File: src/rtl/div_32bit.sv
// Iterative signed divider: restoring shift-subtract, one quotient bit per clock.
// Optional macro DIV_REMAINDER_EN adds the data_remainder output.
module div_32bit #(
  parameter int WIDTH = 32
) (
  input  logic             clock,
  input  logic             reset,
  input  logic             ctrl_DIV,
  input  logic [WIDTH-1:0] data_operandA,
  input  logic [WIDTH-1:0] data_operandB,
  output logic [WIDTH-1:0] data_result,
  output logic             data_exception,
  output logic             data_resultRDY
`ifdef DIV_REMAINDER_EN
  ,
  output logic [WIDTH-1:0] data_remainder
`endif
);

  localparam int CW = $clog2(WIDTH);
  localparam logic [WIDTH-1:0] MIN_NEG = {1'b1, {(WIDTH-1){1'b0}}};

  typedef enum logic [1:0] {IDLE, RUN, FIX, DONE} state_t;

  state_t           state;
  logic [CW-1:0]    counter;
  logic [WIDTH-1:0] rem;
  logic [WIDTH-1:0] quo;
  logic [WIDTH-1:0] b_abs;
  logic             q_neg;
  logic             exc_flag;
`ifdef DIV_REMAINDER_EN
  logic             a_neg;
`endif

  logic [WIDTH-1:0] a_abs_in;
  logic [WIDTH-1:0] b_abs_in;
  logic [WIDTH:0]   shifted;
  logic [WIDTH:0]   trial;

  // Magnitudes are unsigned, so |0x80000000| stays representable as 0x80000000.
  // The partial remainder is always below |B| <= 2^31, so its top bit is zero and
  // a WIDTH+1 bit trial subtraction is enough to carry the borrow as its sign.
  always_comb begin
    a_abs_in = data_operandA[WIDTH-1] ? (~data_operandA + 1'b1) : data_operandA;
    b_abs_in = data_operandB[WIDTH-1] ? (~data_operandB + 1'b1) : data_operandB;
    shifted  = {rem, quo[WIDTH-1]};
    trial    = shifted - {1'b0, b_abs};
  end

  // A start pulse in any state relatches operands and restarts; a divide by zero
  // skips straight to DONE with the dividend parked in the remainder register.
  always_ff @(posedge clock) begin
    if (reset) begin
      state          <= IDLE;
      counter        <= '0;
      rem            <= '0;
      quo            <= '0;
      b_abs          <= '0;
      q_neg          <= 1'b0;
      exc_flag       <= 1'b0;
      data_result    <= '0;
      data_exception <= 1'b0;
      data_resultRDY <= 1'b0;
`ifdef DIV_REMAINDER_EN
      a_neg          <= 1'b0;
      data_remainder <= '0;
`endif
    end else if (ctrl_DIV) begin
      b_abs          <= b_abs_in;
      q_neg          <= data_operandA[WIDTH-1] ^ data_operandB[WIDTH-1];
      counter        <= '0;
      data_resultRDY <= 1'b0;
`ifdef DIV_REMAINDER_EN
      a_neg          <= data_operandA[WIDTH-1];
`endif
      if (data_operandB == '0) begin
        state    <= DONE;
        quo      <= '0;
        rem      <= data_operandA;
        exc_flag <= 1'b1;
      end else begin
        state    <= RUN;
        quo      <= a_abs_in;
        rem      <= '0;
        exc_flag <= (data_operandA == MIN_NEG) && (data_operandB == '1);
      end
    end else begin
      data_resultRDY <= 1'b0;
      case (state)
        IDLE: ;
        RUN: begin
          rem     <= trial[WIDTH] ? shifted[WIDTH-1:0] : trial[WIDTH-1:0];
          quo     <= {quo[WIDTH-2:0], ~trial[WIDTH]};
          counter <= counter + 1'b1;
          if (counter == CW'(WIDTH-1)) state <= FIX;
        end
        FIX: begin
          if (q_neg) quo <= ~quo + 1'b1;
`ifdef DIV_REMAINDER_EN
          if (a_neg) rem <= ~rem + 1'b1;
`endif
          state <= DONE;
        end
        DONE: begin
          data_result    <= quo;
          data_exception <= exc_flag;
          data_resultRDY <= 1'b1;
`ifdef DIV_REMAINDER_EN
          data_remainder <= rem;
`endif
          state <= IDLE;
        end
        default: state <= IDLE;
      endcase
    end
  end

endmodule

File: config.mk
export PLATFORM = sky130hd
export DESIGN_NAME = div_32bit
export DESIGN_NICKNAME = d
export VERILOG_FILES = /design/src/rtl/div_32bit.sv
export SDC_FILE = /design/constraint.sdc
export NUM_CORES = 1
export LEC_CHECK = 0
export BUFFER_PORTS_ARGS = -buffer_cell sky130_fd_sc_hd__buf_2
export CAP_MARGIN = 20
export CELL_PAD_IN_SITES_DETAIL_PLACEMENT = 0
export CELL_PAD_IN_SITES_GLOBAL_PLACEMENT = 2
export CORE_MARGIN = 2
export CORE_UTILIZATION = 38
export DETAILED_ROUTE_END_ITERATION = 7
export HOLD_SLACK_MARGIN = 0.02
export PLACE_DENSITY = 0.93
export SLEW_MARGIN = 20
export SYNTH_ARGS = -nofsm -noshare
export SYNTH_HDL_FRONTEND = slang
export SYNTH_SLANG_ARGS = --single-unit
File: constraint.sdc
create_clock -name clock -period 4.56 [get_ports clock]
set_input_delay 0.684 -clock clock [delete_from_list [all_inputs] [get_ports clock]]
set_output_delay 0.684 -clock clock [all_outputs]
set_load 0.01 [all_outputs]
Word-level counts from Yosys, hierarchy flattened
Index checks and enable logic that the tools add are counted.
{ "op_classes": {"n_addsub": 5, "eq_ne": 8, "muxes": 16, "bitwise": 6, "n_reduce_logical": 9} }
{ "op_table": {"columns": ["operator", "n"], "rows": [
  ["32-bit two-way mux", 9],
  ["32-bit by 1-bit adder with 32-bit output, second input constant", 3],
  ["32-bit NOT", 3],
  ["32-bit equality test, second input constant", 2],
  ["32-bit one-hot mux with 2 select lines", 1],
  ["33-bit by 32-bit subtractor with 33-bit output", 1],
  ["32-bit zero test", 1],
  ["2-bit two-way mux", 3],
  ["3-bit inequality test, second input constant", 2],
  ["2-bit one-hot mux with 3 select lines", 1],
  ["2-bit AND reduction", 3],
  ["5-bit by 1-bit adder with 5-bit output, second input constant", 1],
  ["5-bit equality test, second input constant", 1],
  ["2-bit equality test, second input constant", 2],
  ["4-bit nonzero test", 1],
  ["3-bit nonzero test", 1],
  ["2-bit by 1-bit equality test with 1-bit output, second input constant", 1],
  ["1-bit two-way mux", 2],
  ["1-bit NOT", 2],
  ["2-bit nonzero test", 1],
  ["2-bit OR reduction", 1],
  ["1-bit logical AND", 1],
  ["1-bit bitwise XOR", 1]
]} }
{ "totals": {"regBits": 139, "inputBits": 67, "wordCells": 54, "output_inout_bits": 34} }

Logic depth before layout (Yosys ltp)
Gate-level depths: netlist of run 1.
{ "logic_depth": {"depth_word": 5, "ltp_mapped": 13, "depth_no_buf": 11} }

Worst setup path after synthesis of run 1
No wires, ideal clock.
{ "synth_path": {"path_kind": "register to register", "startpoint": "register quo[31]", "endpoint": "register rem[8]", "path_stages_with_launch": 12, "path_slack_ns": 1.456, "setup_time_ns": 0.091, "path_buffers": 0, "period_less_slack_ns": 3.104, "required_time_ns": 4.469, "arrival_ns": 3.013, "cell_sequence": "dfxtp_1 inv_1 ha_1 fa_1 nand2b_1 a21oi_1 o21ai_0 a21oi_1 nor3_2 or3_1 or4_1 a311oi_1"} }
{ "synth_between": {"elab_chain_cells": 4} }
{ "synth_lines": {"columns": ["element", "line_no", "rtl"], "rows": [
  ["from (decl)", "28", "logic [WIDTH-1:0] quo;"],
  ["from (signal assigned)", "84", "quo <= a_abs_in;"],
  ["from (signal assigned)", "94", "quo <= {quo[WIDTH-2:0], ~trial[WIDTH]};"],
  ["from (signal assigned)", "99", "if (q_neg) quo <= ~quo + 1'b1;"],
  ["33-bit by 32-bit subtractor with 33-bit output", "48", "trial = shifted - {1'b0, b_abs};"],
  ["32-bit two-way mux", "93", "rem <= trial[WIDTH] ? shifted[WIDTH-1:0] : trial[WIDTH-1:0];"],
  ["32-bit two-way mux", "90", "case (state)"],
  ["32-bit two-way mux", "69", "end else if (ctrl_DIV) begin"],
  ["to (signal assigned)", "80", "rem <= data_operandA;"],
  ["to (signal assigned)", "93", null],
  ["to (decl)", "27", "logic [WIDTH-1:0] rem;"]
]} }
No other way between the ends. The select of a mux whose other input is x is not followed.
A chain may end at the register's enable or synchronous reset.

Final worst setup path of run 1
{ "layout_path": {"startpoint": "register quo[31]", "endpoint": "register rem[10]"} }
The elaborated chain is that of the path after synthesis.

==> impl_results.md, run 1 <==
* Status: complete, no violations
* Tot GR Track Use at 22.08%
* Clk_skew at 0.009659 ns
* Post-synth EDFFs at 0
* Drt wl/cell at 17.95 µm
* CTS tree: built
* Syn-to-layout area delta at 13.75%
* WL final at 29710 µm
* CTS hold repair buffers at 0
* PnR Total Power at 4.153 mW
* Initial core utilization at 38.71%
* Maximum clock frequency at 258.3 MHz
* First-pass iteration count of the detailed router at 7
* Reg2Reg Depth at 11
* Hold EP: counter[4]
* Vias after detailed routing at 9462
* Pin count of the biggest net entering global routing at 86
* Clock-pin slew on the worst setup and hold paths at 0.07 ns
* Top cells by area, synth: dfxtp_1, nor2_1, ha_1
* Gr ovfl total at 0
* Crit Reg-Reg Startpoint: quo[31]
* Post-DRT Antenna Nets at 0
* Synth unique cells at 71
* RSZ-0062 raised after global routing: false
* DP Cell Count at 1624
* Die X at 164.2 µm
* Fraction of the yosys area taken by sequential cells at 28.55%
* Final worst path period share at 84.91%
* Crit Path Class: register to register
* Post-Syn Area at 9748 µm²
* # fillers at 2574
* Synth Register Bits at 139
* Leakage at 4.362 nW
* DRC Markers at 0
* Worst-skew pair later-pin latency at 0.43 ns
* Routability congestion estimate at 0.8861
* Setup repair bufs after CTS at 0
* Warnings from Yosys at 0
* Fin. max-slew vios at 0
* Area occupied by multi-input gates at 6432 µm²
* H-tree depth at 4
* Worst-margin pin slew at 0.9006 ns
* Vias in the first global route at 8541
* Antenna Cells at 0
* Slew margin rel. at 39.96%
* Final Hold Viols at 0
* Post-Synthesis Net Count at 1368
* Met1 Use GR at 31.47%
* Layout Cells excl Fill at 1655
* I/O Buffers at 100
* Die height at 164.2 µm
* Maximum VDD drop at 0.2447 mV
* Global-route wire length before repair at 47150 µm
* Core Area at 25180 µm²
* Global Route met3 Usage at 3.586%
* Top cell type by total area after synthesis: dfxtp_1
* Post_cts resized at 0
* Final net count at 1419
* CP max FO at 15
* Syn_area_per_cell at 7.724 µm²
* Clock buffer count from CTS at 17
* RR Endpoint: rem[10]
* Min-delay src: counter[4]
* Gr busiest metal: met2
* Depth of the worst hold-timing path at 2
* Vias per Instance at 5.717
* Post-route minimum period at 3.872 ns
* Mapped Cells at 1262
* Die ar. at 26950 µm²
* Final setup TNS at 0 ns
* CTS sink cnt at 139
* FF/Latch Area at 2783 µm²
* Site Rows at 58
* Synth Flop Type: dfxtp_1
* Flop2flop setup slack at 0.69 ns
* Clock Tree Buf Depth at 2
* Asr flop ratio synth at 0%
* Pwr per Cell Area at 374.5 nW/µm²
* CTS root buf: clkbuf_16
* Setup violators final at 0
* Top-area cell type share of the netlist area at 28.55%
* Top Ports at 101
* Crit path capture type: register
* Initial antenna violation count at 0
* Layout cells sized above 1 at 13.66%
* Worst Setup Start Kind: register
* CP startpoint: quo[31]
* DPL Wire Length at 22230 µm
* WP data arrival at 4.19 ns
* HP Class: register to register
* Max-cap viol count at 0
* CP required at 4.88 ns
* Drt first-iter violations at 614
* GR Util met2 at 33.74%
==> report_power, final <==
part / leakage [nW] / total (mW) / internal [mW] / switching, mW
clock network: 0.292 / 1.48 / 0.914 / 0.565
logic: 2.93 / 1.26 / 0.492 / 0.772
registers: 1.14 / 1.41 / 1.30 / 0.108
==> per-stage QoR <==
| step | worst slack [ns] | instance area [µm²] | util (%) | hold slack (ns) |
|---|---|---|---|---|
| 6_report | 0.6880 | 11090 | 44.03 | 0.4669 |
| 5_1_grt | 0.3808 | 11090 | 44.03 | 0.4880 |
| 4_1_cts | 0.6937 | 11090 | 44.03 | 0.4701 |
| 3_5_place_dp | 0.7384 | 10470 | 41.57 | 0.4608 |
| 3_3_place_gp | 0.8423 | 10470 | 41.57 | 0.4481 |
| 2_1_floorplan | 1.456 | 9748 | - | 0.4406 |
==> critical path: stages (launching register included) <==
cell	delay, ns
dfxtp_1	0.37
inv_1	0.09
ha_1	0.24
fa_1	0.38
nand2b_1	0.19
a21oi_1	0.27
o21ai_0	0.25
a21oi_1	0.36
nor3_2	0.13
or3_1	0.63
or4b_1	0.60
a311oi_1	0.25
==> final cells by class <==
class	instances	area share (%)
multi-input cells	984	58.01
clock buffers	17	3.837
flip-flops and latches	139	25.10
inverters	53	1.794
well taps	330	3.724
repair buffers	118	5.777
clock inverters	14	1.760
==> worst max path at each step <==
| stage | endpoint | slack (ns) |
|---|---|---|
| after floorplan | rem[8] | 1.46 |
| after global placement | rem[0] | 0.84 |
| after detailed placement | rem[1] | 0.74 |
| after CTS | rem[10] | 0.69 |
| after global routing | rem[10] | 0.38 |
| final | rem[10] | 0.69 |
==> sequential cells by signal, summed over array words and instances, names as in the netlist <==
signal,count
quo,32
exc_flag,1
counter,5
data_resultRDY,1
state,2
data_result,32
q_neg,1
rem,32
data_exception,1
b_abs,32
==> cells by family (layout without fill, tap and decap cells) <==
kind of cell / count (synthesis) / in the layout / share of synthesized area (%)
AOI/OAI and AO/OA: 392 / 392 / 27.69
adders and majority gates: 39 / 39 / 5.083
DFF: 139 / 139 / 28.55
xor gates and xnor gates: 90 / 90 / 8.086
muxes: 20 / 20 / 2.054
and+or+nand+nor: 443 / 443 / 22.94
buffers and inverters: 139 / 202 / 5.609
==> layout by cell type, fill, tap and decap left out, drive strengths merged, types with 38 or more instances in the layout <==
| cell | count |
|---|---|
| nand2 | 92 |
| inv | 55 |
| xor2 | 54 |
| nor2 | 135 |
| o21ai | 70 |
| nand3 | 52 |
| dfxtp | 139 |
| a211oi | 39 |
| buf | 118 |
| a21oi | 82 |
| ha | 38 |
==> routing by layer <==
metal  routed length [µm]  part of all wire [%]
met2                12790                    43
met4                  809                   2.7
met3                 1859                   6.3
met5                    0                     0
met1                14250                    48
==> synthesized netlist by cell type (all sizes together) (6+ instances only) <==
cell and n:
o31ai 18, a21oi 82, or4 16, a311oi 24, buf 18, a211oi 39
xor2 54, nand4 17, and3 7, or3 12, o31a 6, nor4 18
nor2 135, nand2b 21, a22oi 11, inv 53, nor3 36, or2 6
o41ai 14, o22ai 9, mux2i 20, clkbuf 67, o21ai 70, a22o 37
ha 38, o221ai 12, dfxtp 139, nor2b 10, nand2 92, nand3 52
a31oi 15, a21o 10, xnor2 36
(Power assumes the default switching activity.)
==> run 2, diff against run 1 <==
--- a/config.mk
+++ b/config.mk
@@ -10,10 +10,10 @@
 export CELL_PAD_IN_SITES_DETAIL_PLACEMENT = 0
 export CELL_PAD_IN_SITES_GLOBAL_PLACEMENT = 2
 export CORE_MARGIN = 2
-export CORE_UTILIZATION = 38
+export CORE_UTILIZATION = 32
 export DETAILED_ROUTE_END_ITERATION = 7
 export HOLD_SLACK_MARGIN = 0.02
-export PLACE_DENSITY = 0.93
+export PLACE_DENSITY = 0.84
 export SLEW_MARGIN = 20
 export SYNTH_ARGS = -nofsm -noshare
 export SYNTH_HDL_FRONTEND = slang
==> constraint.sdc (replaced) <==
create_clock -name clock -period 3.3 [get_ports clock]
set_input_delay 0.495 -clock clock [delete_from_list [all_inputs] [get_ports clock]]
set_output_delay 0.495 -clock clock [all_outputs]
set_load 0.01 [all_outputs]
==> run 2 against run 1 <==
Against the previous run: power up 40%; clock skew is essentially flat; register-to-register slack worse by 0.52 ns; core utilization is 5.1 points lower; non-clock buffer count grew 52; maximum frequency grew 24%; via count grew 3.9%; critical path depth down 1; worst hold slack got worse by 0.085 ns; clock-buffer cell count increased by 1; highest routed layer unchanged.
==> impl_results.md, run 2 (synthesis results as in run 1) <==
* Drt wl/cell at 18.30 µm (+2.0%)
* Crit path capture type: register
* Leakage at 4.624 nW (+6.0%)
* First-pass iteration count of the detailed router at 7 (unchanged)
* Worst Setup Start Kind: register
* Pin count of the biggest net entering global routing at 64 (-26%)
* Final worst slack at 0.1682 ns (-0.5198 ns)
* Setup violators final at 0 (unchanged)
* Most frequent cells in the layout: dfxtp_1, nor2_1, buf_2
* Clock Tree Buf Depth at 2 (unchanged)
* WP data arrival at 3.47 ns (-0.72 ns)
* Vias after detailed routing at 9833 (+3.9%)
* Worst hold slack at 0.3817 ns (-0.08525 ns)
* Final net count at 1471 (+3.7%)
* Vias in the first global route at 9146 (+7.1%)
* Final setup TNS at 0 ns (unchanged)
* Fin. max-slew vios at 0 (unchanged)
* Gr ovfl total at 0 (unchanged)
* Drt first-iter violations at 812 (+32%)
* Switching share of power at 36.70% (+1.9 points)
* I/O Buffers at 100 (unchanged)
* Routability congestion estimate at 0.8952 (+1.0%)
* Reg power frac at 33.4% (-0.5 points)
* Worst-skew pair later-pin latency at 0.43 ns (about the same)
* Pwr per Cell Area at 501.7 nW/µm² (+34%)
* Maximum clock frequency at 319.3 MHz (+24%)
* WL final at 32360 µm (+8.9%)
* CTS tree: built
* H-tree depth at 4 (unchanged)
* Commonest non-fill, non-tap cell in the layout: dfxtp_1
* Die ar. at 31870 µm² (+18%)
* Clock buffer count from CTS at 17 (unchanged)
* Clock share of power at 33.7% (-1.9 points)
* Vias per Instance at 5.562 (-2.7%)
* HP Class: input port to register
* Maximum VDD drop at 0.3574 mV (+46%)
* Setup repair bufs after CTS at 0 (unchanged)
* Site Rows at 63 (+8.6%)
* Final instance area at 11590 µm² (+4.5%)
* Syn-to-layout area delta at 18.85%
* CP max FO at 9 (-6)
* Clock-pin slew on the worst setup and hold paths at 0.07 ns (about the same)
* Final Hold Viols at 0 (unchanged)
* Comb power frac at 32.9% (+2.5 points)
* Worst-margin pin slew at 0.8215 ns (-0.07908 ns)
* CTS root buf: clkbuf_16
* P_sw at 2.133 mW (+48%)
* Clk_skew at 0.009357 ns (-0.0003018 ns)
* Post-route minimum period at 3.132 ns (-0.7402 ns)
* DP Worst Slack at -0.04811 ns (-0.7865 ns)
* Top Ports at 101 (unchanged)
* PnR Total Power at 5.812 mW (+40%)
* Antenna Cells at 0 (unchanged)
* Max-cap viol count at 0 (unchanged)
* DRC Markers at 0 (unchanged)
* Initial core utilization at 32.72% (-6.0 points)
* Core Area at 29800 µm² (+18%)
* Layout cells sized above 1 at 17.27% (+3.6 points)
* RSZ-0062 raised after global routing: false
* Crit Path Class: register to register
* Tot GR Track Use at 20.57% (-1.5 points)
* Status: complete, no violations
* Placed Area at 10980 µm² (+4.9%)
* CP required at 3.64 ns (-1.24 ns)
* Slew margin rel. at 45.03% (+5.1 points)
* Initial antenna violation count at 0 (unchanged)
* P_int at 3.679 mW (+36%)
* Global-route wire length before repair at 51080 µm (+8.3%)
* DPL Wire Length at 24520 µm (+10%)
* CTS sink cnt at 139 (unchanged)
* Die height at 178.5 µm (+8.8%)
* Post-DRT Antenna Nets at 0 (unchanged)
* Die X at 178.5 µm (+8.8%)
* Final worst path period share at 94.90% (+10 points)
-- run 2: cell count changes in the layout (fill, tap and decap cells not counted), moves of 2 or more --
cell	previous run	this run
a21oi_1	82	80
a21oi_2	0	2
buf_12	0	4
buf_4	20	68
bufinv_16	4	1
clkinv_2	2	0
inv_8	0	5
nor3_2	2	4
-- run 2: final timing paths --
path / slack [ns] / cells past startpoint / to / startpoint
min reg2reg: 0.47 / 2 / counter[4] / counter[4]
max reg2reg: 0.17 / 10 / rem[8] / b_abs[29]
min: 0.38 / 3 / b_abs[0] / data_operandB[0]
max: 0.17 / 10 / rem[8] / b_abs[29]
-- run 2: layer usage --
| layer | track usage (%) | wire length [µm] | vias to the layer above |
|---|---|---|---|
| met1 | 29.26 | 15750 | 4586 |
| li1 | - | - | 4894 |
| met4 | 4.844 | 606 | 0 |
| met2 | 31.87 | 14200 | 313 |
| met3 | 3.986 | 1806 | 40 |
| met5 | 0 | 0 | - |
-- run 2: per-stage QoR --
step	util [%]	cells
floorplan	-	1262
global placement	36.84	1736
detailed placement	36.84	1736
CTS	38.84	1768
global route	38.88	1768
finish	38.88	1768
-- run 2: power groups by stage --
stage / Sequential [mW] / Combinational, mW / Clock (mW)
floorplan: 1.92 / 1.30 / 0
global placement: 1.97 / 1.88 / 0
detailed placement: 1.98 / 1.88 / 0
CTS: 1.94 / 1.90 / 1.99
global route: 1.96 / 2.12 / 2.06
finish: 1.94 / 1.91 / 1.96
-- run 2: cell type report --
type | instances | area [µm²]
Clock buffer | 18 | 439.2
Clock inverter | 14 | 152.6
Fill cell | 3148 | 18210
Inverter | 53 | 198.9
Multi-Input combinational cell | 984 | 6444
Sequential cell | 139 | 2783
Tap cell | 390 | 488.0
Timing Repair Buffer | 170 | 1081
-- run 2: what timing repair did --
| action | CTS | global route |
|---|---|---|
| gates resized for setup | 1 | 4 |
| hold buffers | 0 | 0 |
| endpoints found under the setup margin | 4 | 6 |
| pin swaps | 0 | 2 |
-- run 2: critical path, stage by stage, from the launching register on --
cell and delay (ns):
dfxtp_1 0.33, inv_1 0.05, ha_1 0.34, a21o_1 0.21
a21o_1 0.18, a21o_1 0.20, a22o_1 0.23, a311o_1 0.33
or3_4 0.41, or4_1 0.54, a311oi_1 0.21
